## src/rtl/vga_timing_pkg.sv

```systemverilog
// vga_timing_pkg: standard VGA timing constants and a counter-width helper.
// Latency: n/a (constants only).
// Backpressure: n/a.
package vga_timing_pkg;

  // 640x480 @ 60 Hz, 25.175 MHz pixel clock, negative syncs
  localparam int   VGA640_H_ACTIVE = 640;
  localparam int   VGA640_H_FP     = 16;
  localparam int   VGA640_H_SYNC   = 96;
  localparam int   VGA640_H_BP     = 48;
  localparam int   VGA640_V_ACTIVE = 480;
  localparam int   VGA640_V_FP     = 10;
  localparam int   VGA640_V_SYNC   = 2;
  localparam int   VGA640_V_BP     = 33;
  localparam logic VGA640_HS_POL   = 1'b0;
  localparam logic VGA640_VS_POL   = 1'b0;

  // 800x600 @ 60 Hz, 40 MHz pixel clock, positive syncs
  localparam int   VGA800_H_ACTIVE = 800;
  localparam int   VGA800_H_FP     = 40;
  localparam int   VGA800_H_SYNC   = 128;
  localparam int   VGA800_H_BP     = 88;
  localparam int   VGA800_V_ACTIVE = 600;
  localparam int   VGA800_V_FP     = 1;
  localparam int   VGA800_V_SYNC   = 4;
  localparam int   VGA800_V_BP     = 23;
  localparam logic VGA800_HS_POL   = 1'b1;
  localparam logic VGA800_VS_POL   = 1'b1;

  // A total fits when every count 0..total-1 and the total itself are representable.
  function automatic bit fits_cw(input int total, input int cw);
    return total < (1 << cw);
  endfunction

endpackage

```

## src/rtl/vga_axis_counter.sv

```systemverilog
// vga_axis_counter: one raster axis -- position counter with wrap, plus active/sync/zero decode.
// Latency: decode outputs are combinational on the current count; count moves 1 clk after adv.
// Backpressure: none; the counter only moves on clocks with adv=1.
// Ports: clk, clr (sync, active-high) | adv: advance one step | cnt: current position |
//        carry: adv on the last position (wrap this clk) | at_zero, in_active, in_sync: decode of cnt.
module vga_axis_counter #(
  parameter int ACTIVE = 640,
  parameter int FP     = 16,
  parameter int SYNC   = 96,
  parameter int BP     = 48,
  parameter int CW     = 11
) (
  input  logic          clk,
  input  logic          clr,
  input  logic          adv,
  output logic [CW-1:0] cnt,
  output logic          carry,
  output logic          at_zero,
  output logic          in_active,
  output logic          in_sync
);

  localparam int TOTAL = ACTIVE + FP + SYNC + BP;

  localparam logic [CW-1:0] LAST    = CW'(TOTAL - 1);
  localparam logic [CW-1:0] ACT_END = CW'(ACTIVE);
  localparam logic [CW-1:0] SYNC_LO = CW'(ACTIVE + FP);
  localparam logic [CW-1:0] SYNC_HI = CW'(ACTIVE + FP + SYNC);

  logic [CW-1:0] cnt_q, cnt_d;

  always_comb begin
    cnt_d = cnt_q;
    if (adv) begin
      cnt_d = (cnt_q == LAST) ? '0 : cnt_q + CW'(1);
    end
  end

  always_ff @(posedge clk) begin
    if (clr) begin
      cnt_q <= '0;
    end else begin
      cnt_q <= cnt_d;
    end
  end

  assign cnt       = cnt_q;
  // Feeds the next axis so it steps on the same clk this one wraps.
  assign carry     = adv & (cnt_q == LAST);
  assign at_zero   = (cnt_q == '0);
  assign in_active = (cnt_q < ACT_END);
  assign in_sync   = (cnt_q >= SYNC_LO) && (cnt_q < SYNC_HI);

endmodule

```

## src/rtl/vga_timing_gen.sv

```systemverilog
// vga_timing_gen: VGA raster timing -- syncs, data enable, active coordinates, line/frame strobes.
// Latency: 1 clk; outputs describe the counter position sampled on the previous pix_en clk.
// Backpressure: none; pix_en paces the raster, outputs hold and strobes drop while it is low.
// Ports: clk, clr (sync, active-high), pix_en | hsync, vsync, de, x, y, hc, vc, line_start, frame_start.
module vga_timing_gen
  import vga_timing_pkg::*;
#(
  parameter int   H_ACTIVE = VGA640_H_ACTIVE,
  parameter int   H_FP     = VGA640_H_FP,
  parameter int   H_SYNC   = VGA640_H_SYNC,
  parameter int   H_BP     = VGA640_H_BP,
  parameter int   V_ACTIVE = VGA640_V_ACTIVE,
  parameter int   V_FP     = VGA640_V_FP,
  parameter int   V_SYNC   = VGA640_V_SYNC,
  parameter int   V_BP     = VGA640_V_BP,
  parameter logic HS_POL   = VGA640_HS_POL,
  parameter logic VS_POL   = VGA640_VS_POL,
  parameter int   CW       = 11
) (
  input  logic          clk,
  input  logic          clr,
  input  logic          pix_en,
  output logic          hsync,
  output logic          vsync,
  output logic          de,
  output logic [CW-1:0] x,
  output logic [CW-1:0] y,
  output logic [CW-1:0] hc,
  output logic [CW-1:0] vc,
  output logic          line_start,
  output logic          frame_start
);

  localparam int H_TOTAL = H_ACTIVE + H_FP + H_SYNC + H_BP;
  localparam int V_TOTAL = V_ACTIVE + V_FP + V_SYNC + V_BP;

  if (!fits_cw(H_TOTAL, CW)) begin : g_h_total_too_wide
    $error("vga_timing_gen: H_TOTAL does not fit in CW bits");
  end
  if (!fits_cw(V_TOTAL, CW)) begin : g_v_total_too_wide
    $error("vga_timing_gen: V_TOTAL does not fit in CW bits");
  end

  logic [CW-1:0] h_cnt, v_cnt;
  logic          h_carry, v_carry_unused;
  logic          h_zero, v_zero, h_act, v_act, h_sync, v_sync;

  vga_axis_counter #(
    .ACTIVE(H_ACTIVE), .FP(H_FP), .SYNC(H_SYNC), .BP(H_BP), .CW(CW)
  ) u_h_axis (
    .clk       (clk),
    .clr       (clr),
    .adv       (pix_en),
    .cnt       (h_cnt),
    .carry     (h_carry),
    .at_zero   (h_zero),
    .in_active (h_act),
    .in_sync   (h_sync)
  );

  vga_axis_counter #(
    .ACTIVE(V_ACTIVE), .FP(V_FP), .SYNC(V_SYNC), .BP(V_BP), .CW(CW)
  ) u_v_axis (
    .clk       (clk),
    .clr       (clr),
    .adv       (h_carry),
    .cnt       (v_cnt),
    .carry     (v_carry_unused),
    .at_zero   (v_zero),
    .in_active (v_act),
    .in_sync   (v_sync)
  );

  logic          hsync_q, hsync_d;
  logic          vsync_q, vsync_d;
  logic          de_q, de_d;
  logic [CW-1:0] x_q, x_d, y_q, y_d, hc_q, hc_d, vc_q, vc_d;
  logic          line_start_q, line_start_d;
  logic          frame_start_q, frame_start_d;

  // Level outputs hold between enables; strobes are single-clk and drop when pix_en is low.
  always_comb begin
    hsync_d       = hsync_q;
    vsync_d       = vsync_q;
    de_d          = de_q;
    x_d           = x_q;
    y_d           = y_q;
    hc_d          = hc_q;
    vc_d          = vc_q;
    line_start_d  = 1'b0;
    frame_start_d = 1'b0;
    if (pix_en) begin
      hsync_d       = h_sync ? HS_POL : ~HS_POL;
      vsync_d       = v_sync ? VS_POL : ~VS_POL;
      de_d          = h_act & v_act;
      x_d           = (h_act & v_act) ? h_cnt : '0;
      y_d           = (h_act & v_act) ? v_cnt : '0;
      hc_d          = h_cnt;
      vc_d          = v_cnt;
      line_start_d  = h_zero;
      frame_start_d = h_zero & v_zero;
    end
  end

  always_ff @(posedge clk) begin
    if (clr) begin
      hsync_q       <= ~HS_POL;
      vsync_q       <= ~VS_POL;
      de_q          <= 1'b0;
      x_q           <= '0;
      y_q           <= '0;
      hc_q          <= '0;
      vc_q          <= '0;
      line_start_q  <= 1'b0;
      frame_start_q <= 1'b0;
    end else begin
      hsync_q       <= hsync_d;
      vsync_q       <= vsync_d;
      de_q          <= de_d;
      x_q           <= x_d;
      y_q           <= y_d;
      hc_q          <= hc_d;
      vc_q          <= vc_d;
      line_start_q  <= line_start_d;
      frame_start_q <= frame_start_d;
    end
  end

  assign hsync       = hsync_q;
  assign vsync       = vsync_q;
  assign de          = de_q;
  assign x           = x_q;
  assign y           = y_q;
  assign hc          = hc_q;
  assign vc          = vc_q;
  assign line_start  = line_start_q;
  assign frame_start = frame_start_q;

endmodule

```

## config.mk

```make
export PLATFORM = sky130hd
export DESIGN_NAME = vga_timing_gen
export DESIGN_NICKNAME = d
export VERILOG_FILES = /design/src/rtl/vga_timing_pkg.sv /design/src/rtl/vga_axis_counter.sv /design/src/rtl/vga_timing_gen.sv
export SDC_FILE = /design/constraint.sdc
export NUM_CORES = 1
export LEC_CHECK = 0
export BUFFER_PORTS_ARGS = -buffer_cell sky130_fd_sc_hd__clkbuf_2
export CAP_MARGIN = 20
export CORE_UTILIZATION = 55
export CTS_CLUSTER_DIAMETER = 120
export DETAILED_ROUTE_END_ITERATION = 8
export PLACE_DENSITY = 0.87
export RECOVER_POWER = 25
export SLEW_MARGIN = 20
export SYNTH_ARGS = -nofsm -noshare
export SYNTH_HDL_FRONTEND = slang
export SYNTH_SLANG_ARGS = --single-unit
```

## constraint.sdc

```tcl
create_clock -name clk -period 2.74 [get_ports clk]
set_input_delay 0.274 -clock clk [delete_from_list [all_inputs] [get_ports clk]]
set_output_delay 0.274 -clock clk [all_outputs]
set_load 0.02 [all_outputs]
```

# ---- Word-level counts from Yosys, hierarchy flattened
# Index checks and enable logic that the tools add are counted.
dict set report classes {
  magnitude_cmp 6
  bitwise_logic 4
  mux 6
  n_mul 0
  div 0
  shift 0
  n_addsub 2
  n_eq_ne 2
  n_reduce_logical 5
}
# operator n
set ops {}
lappend ops {{$mux W11} 4}
lappend ops {{$add A11 B1 Y11 const B} 2}
lappend ops {{$eq A11 B10 Y1 const B} 2}
lappend ops {{$logic_not A11 Y1} 2}
lappend ops {{$lt A11 B10 Y1 const B} 2}
lappend ops {{$lt A11 B9 Y1 const B} 2}
lappend ops {{$ge A11 B10 Y1 const B} 1}
lappend ops {{$ge A11 B9 Y1 const B} 1}
lappend ops {{$and A1 B1 Y1} 3}
lappend ops {{$logic_and A1 B1 Y1} 2}
lappend ops {{$mux W1} 2}
lappend ops {{$reduce_or A2 Y1} 1}
lappend ops {{$not A1 Y1} 1}
dict set report word_totals {
  reg_bits 71
  memories 0
  mem_bits_ro 0
  latch_bits 0
  elab_cells 36
  ram_bits 0
  inputBits 3
}

# ---- Depth between registers and ports, before layout
# Gate-level depths: netlist of the first run.
dict set report depth {
  depth_word 3
  depth_mapped 7
  mapped_depth_nobuf 6
}

# ---- Hierarchy
# A second synthesis of the first run with hierarchy kept.
dict set report unflattened {
  hier_cells 328
  hier_area_um2 3093.0
}
# module area_per_inst_um2 instances cells_each
set by_module_without_submodules {}
lappend by_module_without_submodules {vga_timing_gen 1864.3 1 188}
lappend by_module_without_submodules {{vga_axis_counter (u_h_axis)} 630.6 1 71}
lappend by_module_without_submodules {{vga_axis_counter (u_v_axis)} 598.1 1 69}

# ---- Worst setup path before layout of the first run
# Ideal clock, no wire load.
dict set report synth_path {
  path_kind {register to register}
  startpoint {reg u_h_axis.cnt_q[5] (netlist: u_h_axis.cnt[5])}
  endpoint {reg u_v_axis.cnt_q[9] (netlist: u_v_axis.cnt[9])}
  slack_ps 676
  required_ps 2669
  path_buffers 1
  setup_ps 71
  path_stages_with_launch 6
  t_arrival_ps 1993
  path_cell_list {dfxtp_1 > buf_6 > or4b_4 > or4_4 > or4_1 > a21oi_1}
}
dict set report synth_via {
  elab_chain_cells 2
}
# element line
set synth_lines {}
lappend synth_lines {{from (decl)} vga_axis_counter.sv:30} ;# logic [CW-1:0] cnt_q, cnt_d;
lappend synth_lines {{from (signal assigned)} vga_axis_counter.sv:43} ;# cnt_q <= cnt_d;
lappend synth_lines {{$eq A11 B10 Y1} vga_axis_counter.sv:49} ;# assign carry = adv & (cnt_q == LAST);
lappend synth_lines {{$and A1 B1 Y1} vga_axis_counter.sv:49}
lappend synth_lines {{to (signal assigned)} vga_axis_counter.sv:43}
lappend synth_lines {{to (decl)} vga_axis_counter.sv:30}
# No other way between the ends.
# A chain may end at the register's enable or synchronous reset.

# ---- Worst setup path in the final report of the first run
dict set report layout_path {
  startpoint {reg u_h_axis.cnt_q[0] (netlist: u_h_axis.cnt[0])}
  endpoint {reg u_v_axis.cnt_q[5] (netlist: u_v_axis.cnt[5])}
}
# The elaborated chain is that of the path after synthesis.

==> results of run 1 <==
## critical path: stages, from the launching register on
cell and delay (ns):
dfxtp_1 0.47, ha_1 0.24, and3_1 0.29, nand4_1 0.40
or4b_1 0.62, a21oi_1 0.15
## stage by stage
stage               worst slack (ns)  power (W)  instances  util, %  area (sq um)
floorplan                      0.676    0.00112        293        -          2850
global placement               0.633    0.00114        389     64.3          3120
detailed placement             0.573    0.00114        389     64.3          3120
CTS                            0.543    0.00192        405     68.3          3310
global route                   0.317    0.00197        405     68.1          3300
finish                         0.495    0.00191        405     68.1          3300
## logic make-up (layout without fill, tap and decap cells)
kind of cell             Yosys count  after routing
AND/OR/NAND/NOR                  108            108
XOR/XNOR                           9              9
multiplexers                      21             21
AO/OA/AOI/OAI                     47             47
adder cells (fa/ha/maj)            4              4
flip-flops                        71             71
buffers and inverters             33             78
## cell type report
cell class	instances	area share [%]
flip-flops and latches	71	43.1
clock inverters	2	0.379
inverters	6	0.683
clock buffers	14	5.54
well taps	67	2.54
repair buffers	56	8.53
multi-input cells	189	39.2
## layout by cell type (no fill, tap or decap), types with 3 or more instances in the layout
| cell type | instances |
|---|---|
| nand2b_1 | 3 |
| inv_1 | 6 |
| nand4_1 | 8 |
| clkbuf_2 | 42 |
| or4_1 | 6 |
| and2_1 | 5 |
| a21oi_1 | 12 |
| a22o_1 | 18 |
| nor4_1 | 5 |
| dfxtp_1 | 71 |
| ha_1 | 4 |
| mux2i_1 | 21 |
| buf_4 | 5 |
| nor2b_1 | 4 |
| xor2_1 | 8 |
| nand3_1 | 9 |
| o31ai_1 | 6 |
| and4_1 | 5 |
| o21ai_0 | 3 |
| clkbuf_1 | 10 |
| nand2_1 | 12 |
| clkbuf_8 | 13 |
| nor2_1 | 34 |
## synthesized netlist by cell type (2+ instances only)
| cell type | instances | area [sq um] |
|---|---|---|
| a21oi_1 | 12 | 60.1 |
| a22o_1 | 18 | 158 |
| a41oi_1 | 2 | 17.5 |
| and2_1 | 5 | 31.3 |
| and4_1 | 5 | 43.8 |
| buf_1 | 3 | 11.3 |
| buf_2 | 3 | 15.0 |
| clkbuf_1 | 20 | 75.1 |
| dfxtp_1 | 71 | 1420 |
| ha_1 | 4 | 50.1 |
| inv_1 | 6 | 22.5 |
| mux2i_1 | 21 | 210 |
| nand2_1 | 12 | 45.0 |
| nand2b_1 | 3 | 18.8 |
| nand3_1 | 9 | 45.0 |
| nand3b_1 | 2 | 15.0 |
| nand4_1 | 8 | 50.1 |
| nor2_1 | 34 | 128 |
| nor2b_1 | 4 | 25.0 |
| nor3b_1 | 2 | 15.0 |
| nor4_1 | 5 | 31.3 |
| nor4bb_1 | 2 | 20.0 |
| o21ai_0 | 3 | 15.0 |
| o31ai_1 | 6 | 45.0 |
| or2_2 | 2 | 12.5 |
| or4_1 | 6 | 45.0 |
| xor2_1 | 8 | 70.1 |
## flip-flops by register name, indices dropped and copies added, names as in the netlist
signal and cells:
hc 11, u_h_axis.cnt 11, u_v_axis.cnt 11, vc 11, x 11, y 11
de 1, frame_start 1, hsync 1, line_start 1, vsync 1
## metal layers
metal	wire, um	part of all wire (%)	vias up	track usage [%]
li1	-	-	1133	-
met1	2950	49	1084	34.3
met2	2550	43	86	32.4
met3	374	6.3	9	3.93
met4	93	1.6	0	13.5
met5	0	0	-	0
## how the worst min path moves through the flow
stage | slack, ns | cells after the start | from | endpoint
final | 0.37 | 2 | clr | u_v_axis.cnt[0]
after CTS | 0.36 | 2 | clr | u_v_axis.cnt[0]
after floorplan | 0.50 | 2 | u_v_axis.cnt[8] | u_v_axis.cnt[8]
after global placement | 0.43 | 1 | de | de
after detailed placement | 0.44 | 1 | y[10] | y[10]
after global routing | 0.39 | 2 | clr | u_v_axis.cnt[0]
## where the power goes
| group | switching [W] | internal, W |
|---|---|---|
| Sequential | 0.00000690 | 0.00104 |
| Combinational | 0.0000485 | 0.0000249 |
| Clock | 0.000359 | 0.000427 |
| Total | 0.000414 | 0.00149 |
==> reports/qor.yml, run 1 <==
power_and_ir_drop:
  power.density_nw_per_um2: 577
  peakVddDrop_v: 0.000294
  power.leakage_nw: 1.35
floorplanning:
  core_sq_um: 4850
  io_pins: 52
  die-area_sq_um: 5470
  die_x_um: 73.9
  core.rowCount: 25
  initial_core_util_pct: 58.7
  fp.dieH_um: 73.9
finish:
  multiInputGateArea_sq_um: 1290
  fill_cells: 389
  fin_nets: 340
  antennaDiodeCount: 0
  area.growth.synth_to_final_pct: 15.9
  drive_gt1_share_pct: 21.0
  regArea_sq_um: 1420
logic_synthesis:
  ys_seq_elements: 71
  synth-compound-area-share_pct: 12.0
  syn_avg_cell_area_sq_um: 9.71
  synth_edf_count: 0
  synth_simple_gate_area_share_pct: 21.4
  synthXorXnorAreaFrac_pct: 2.77
  synth_top_family_by_area: "simple AND/OR/NAND/NOR gates"
  yosysWarnings: 0
  syn_inst: 293
  synth-seq-area-share_pct: 49.9
  synth_area_sq_um: 2850
  async_reset_ff_share_pct: 0
  ys_types: 44
  muxShareOfSynthArea_pct: 7.38
  synth_ff_type: "dfxtp_1"
  synth_adder_area_share_pct: 1.76
  synthesis.nets: 300
sta:
  fin_worst_skew_ns: 0.00784
  layout_min_cycle_time_ns: 2.25
  fmax_ghz: 0.445
  maxSlewHeadroom_pct: 62.2
  hold_violations: 0
  rsz0062_at_grt: "no"
  setup_viol: 0
  fin_crit_sh_pct: 82.0
  tightestPinTransition_ns: 0.566
  fin_worst_hold_slack_ns: 0.366
  slew_viol_final: 0
  fin_setup_tns_ns: 0
clock_network:
  cts_sinks: 71
  ctsRootBufferMaster: "clkbuf_8"
  clockBufferDepth: 2
  post_cts_resized: 0
  cts_tree: "built"
  ctsHoldBuffers: 0
  insertion_delay_ns: 0.33
  h-tree-depth: 3
  cts_setup_buffers: 0
  cts_buffers: 9
  clk_pin_slew_ns: 0.07
global_routing:
  grt_overflow: 0
  grt_max_degree: 39
  first_global_vias: 2056
  grt_first_pass_wirelength_mm: 9.77
  grt_usage_pct: 23.4
  antenna_found_initial: 0
drt:
  wl_per_cell_um: 14.7
  route.detailed.drc: 0
  dr_total_vias: 2312
  drt-total-wl_mm: 5.97
  firstDrtPassIters: 5
  drtIter0Drc: 168
  antenna_left: 0
  viasPerCell: 5.71
setup_path:
  worstPathMaxFanout: 10
  cp-end-kind: "flip-flop"
  timing.rr.end: "u_v_axis.cnt[5]"
  crit_required_ns: 3.00
  reg2regPathDepth: 5
  crit_end: "u_v_axis.cnt[5]"
  timing.rr.start: "u_h_axis.cnt[0]"
  startpoint: "u_h_axis.cnt[0]"
  critical_path_arrival_ns: 2.51
  start_kind: "flip-flop"
  crit_type: "flip-flop to flip-flop"
  rrSetupSlack_ns: 0.49
placement:
  post-dp-hpwl_mm: 4.00
  io_buffers: 51
  finalWeightedCongestion: 0.910
min_path:
  hold_path.class: "input port to flip-flop"
status:
  status: "completed"
run:
  max_cap_violations: 0
Power figures use the tool's default switching activity.
==> inputs of run 2 (changes only) <==
==> constraint.sdc (replaced) <==
create_clock -name clk -period 2.17 [get_ports clk]
set_input_delay 0.217 -clock clk [delete_from_list [all_inputs] [get_ports clk]]
set_output_delay 0.217 -clock clk [all_outputs]
set_load 0.02 [all_outputs]
==> reports/qor.yml, run 2 (synthesis gave the netlist of run 1 again) <==
setup_path:
  slowest_delay_ns: 0.54
  critPathSlowestCell: "or4b_4"
  reg2regPathDepth: 4
  worstPathMaxFanout: 5
  path_delay_family: "simple AND/OR/NAND/NOR gates"
  timing.rr.start: "u_h_axis.cnt[5]"
  crit_type: "flip-flop to flip-flop"
  crit_path_cell_trace: "or4b_4 -> or4_4 -> or4_1 -> a21oi_1"
  timing.rr.end: "u_v_axis.cnt[7]"
  cp-end-kind: "flip-flop"
  critical_path_arrival_ns: 2.34
  start_kind: "flip-flop"
  path_buf_inv: 0
  crit_required_ns: 2.45
  cp.depth: 4
  rrSetupSlack_ns: 0.11
clock_network:
  cts_setup_buffers: 0
  cts_tree: "built"
  clockBufferDepth: 2
  h-tree-depth: 3
  ctsHoldBuffers: 0
  ctsRootBufferMaster: "clkbuf_8"
  cts_buffers: 9
  clk_pin_slew_ns: 0.07
  cts_sinks: 71
  insertion_delay_ns: 0.34
  post_cts_resized: 0
power_and_ir_drop:
  power.density_nw_per_um2: 699
  power.leakage_nw: 1.41
  finalPower_w: 0.00235
  peakVddDrop_v: 0.000506
placement:
  finalWeightedCongestion: 0.840
  io_buffers: 51
  post-dp-hpwl_mm: 4.22
  dpl-instance-area_sq_um: 3200
floorplanning:
  die-area_sq_um: 5470
  initial_core_util_pct: 58.7
  io_pins: 52
  fp.dieH_um: 73.9
  core.rowCount: 25
  core_sq_um: 4850
  die_x_um: 73.9
finish:
  final_area_sq_um: 3360
  fill_cells: 389
  final_util_pct: 69.2
  final_cell_mix: "dfxtp_1, clkbuf_2, nor2_1, mux2i_1, a22o_1"
  area.growth.synth_to_final_pct: 17.9
  layout_commonest_cell: "dfxtp_1"
  antennaDiodeCount: 0
  fin_nets: 351
  drive_gt1_share_pct: 23.2
run:
  max_cap_violations: 0
global_routing:
  antenna_found_initial: 0
  grt_overflow: 0
  busiest_layer: "met1"
  first_global_vias: 2035
  grt_first_pass_wirelength_mm: 9.98
  use_met2_pct: 32.7
  grt_max_degree: 39
  met1_usage_pct: 36.2
  globalRouteMet3Util_pct: 5.69
  grt_usage_pct: 24.6
sta:
  setup_viol: 0
  rsz0062_at_grt: "no"
  fin_worst_skew_ns: 0.00497
  maxSlewHeadroom_pct: 35.6
  fin_worst_hold_slack_ns: 0.321
  hold_violations: 0
  fin_crit_sh_pct: 95.1
  tightestPinTransition_ns: 0.966
  layout_min_cycle_time_ns: 2.06
  slew_viol_final: 0
  fmax_ghz: 0.484
  fin_setup_tns_ns: 0
status:
  status: "completed"
min_path:
  hold_path.class: "input port to flip-flop"
  whs_path_depth: 3
  hold_path.startpoint: "clr"
  hold_end: "line_start"
drt:
  viasPerCell: 5.58
  route.detailed.drc: 0
  wl_per_cell_um: 15.0
  antenna_left: 0
  drtIter0Drc: 165
  firstDrtPassIters: 4
  dr_total_vias: 2323
  drt-total-wl_mm: 6.22
==> run 2: cell count changes in the layout (fill, tap and decap cells not counted) <==
cell        delta
buf_4          +9
clkinv_2       +3
clkbuf_1       +1
clkbuf_2       +1
clkinvlp_4     -1
clkbuf_8       -2
==> run 2: layout make-up <==
cell class	instances	area, sq um	area share, %
Clock buffer	12	155	4.62
Timing Repair Buffer	67	358	10.7
Sequential cell	71	1420	42.4
Tap cell	67	83.8	2.50
Clock inverter	4	20.0	0.597
Inverter	6	22.5	0.671
Multi-Input combinational cell	189	1290	38.6
==> run 2: report_power, final <==
| part | internal (W) | total [W] | switching [W] |
|---|---|---|---|
| Sequential | 0.00131 | 0.00132 | 0.00000481 |
| Clock | 0.000469 | 0.000926 | 0.000457 |
| Combinational | 0.0000356 | 0.000103 | 0.0000671 |
| Total | 0.00182 | 0.00235 | 0.000529 |
==> run 2: how the worst max path moves through the flow <==
stage                          from               to  slack, ns
floorplan           u_h_axis.cnt[5]  u_v_axis.cnt[9]       0.11
global placement    u_h_axis.cnt[5]  u_v_axis.cnt[9]       0.18
detailed placement  u_h_axis.cnt[5]  u_v_axis.cnt[7]       0.14
CTS                 u_h_axis.cnt[5]  u_v_axis.cnt[7]       0.11
global route                 pix_en             y[4]       0.05
finish              u_h_axis.cnt[5]  u_v_axis.cnt[7]       0.11
==> run 2: per-stage QoR <==
step                      setup slack (ns)  std cells
after floorplan                      0.106        293
after global placement               0.180        400
after detailed placement             0.141        400
after CTS                            0.109        416
after global routing                0.0536        416
final                                0.106        416
==> run 2: metal layers <==
layer	vias up	wire length (um)
met1	1094	3060
li1	1145	-
met3	6	360
met5	-	0
met4	0	65
met2	78	2730
==> run 2: worst reg2reg max path: cells and delay by family, from the launching register on <==
| family | cells | cell delay (ns) |
|---|---|---|
| compound gates | 1 | 0.15 |
| flops | 1 | 0.32 |
| simple gates | 3 | 1.53 |
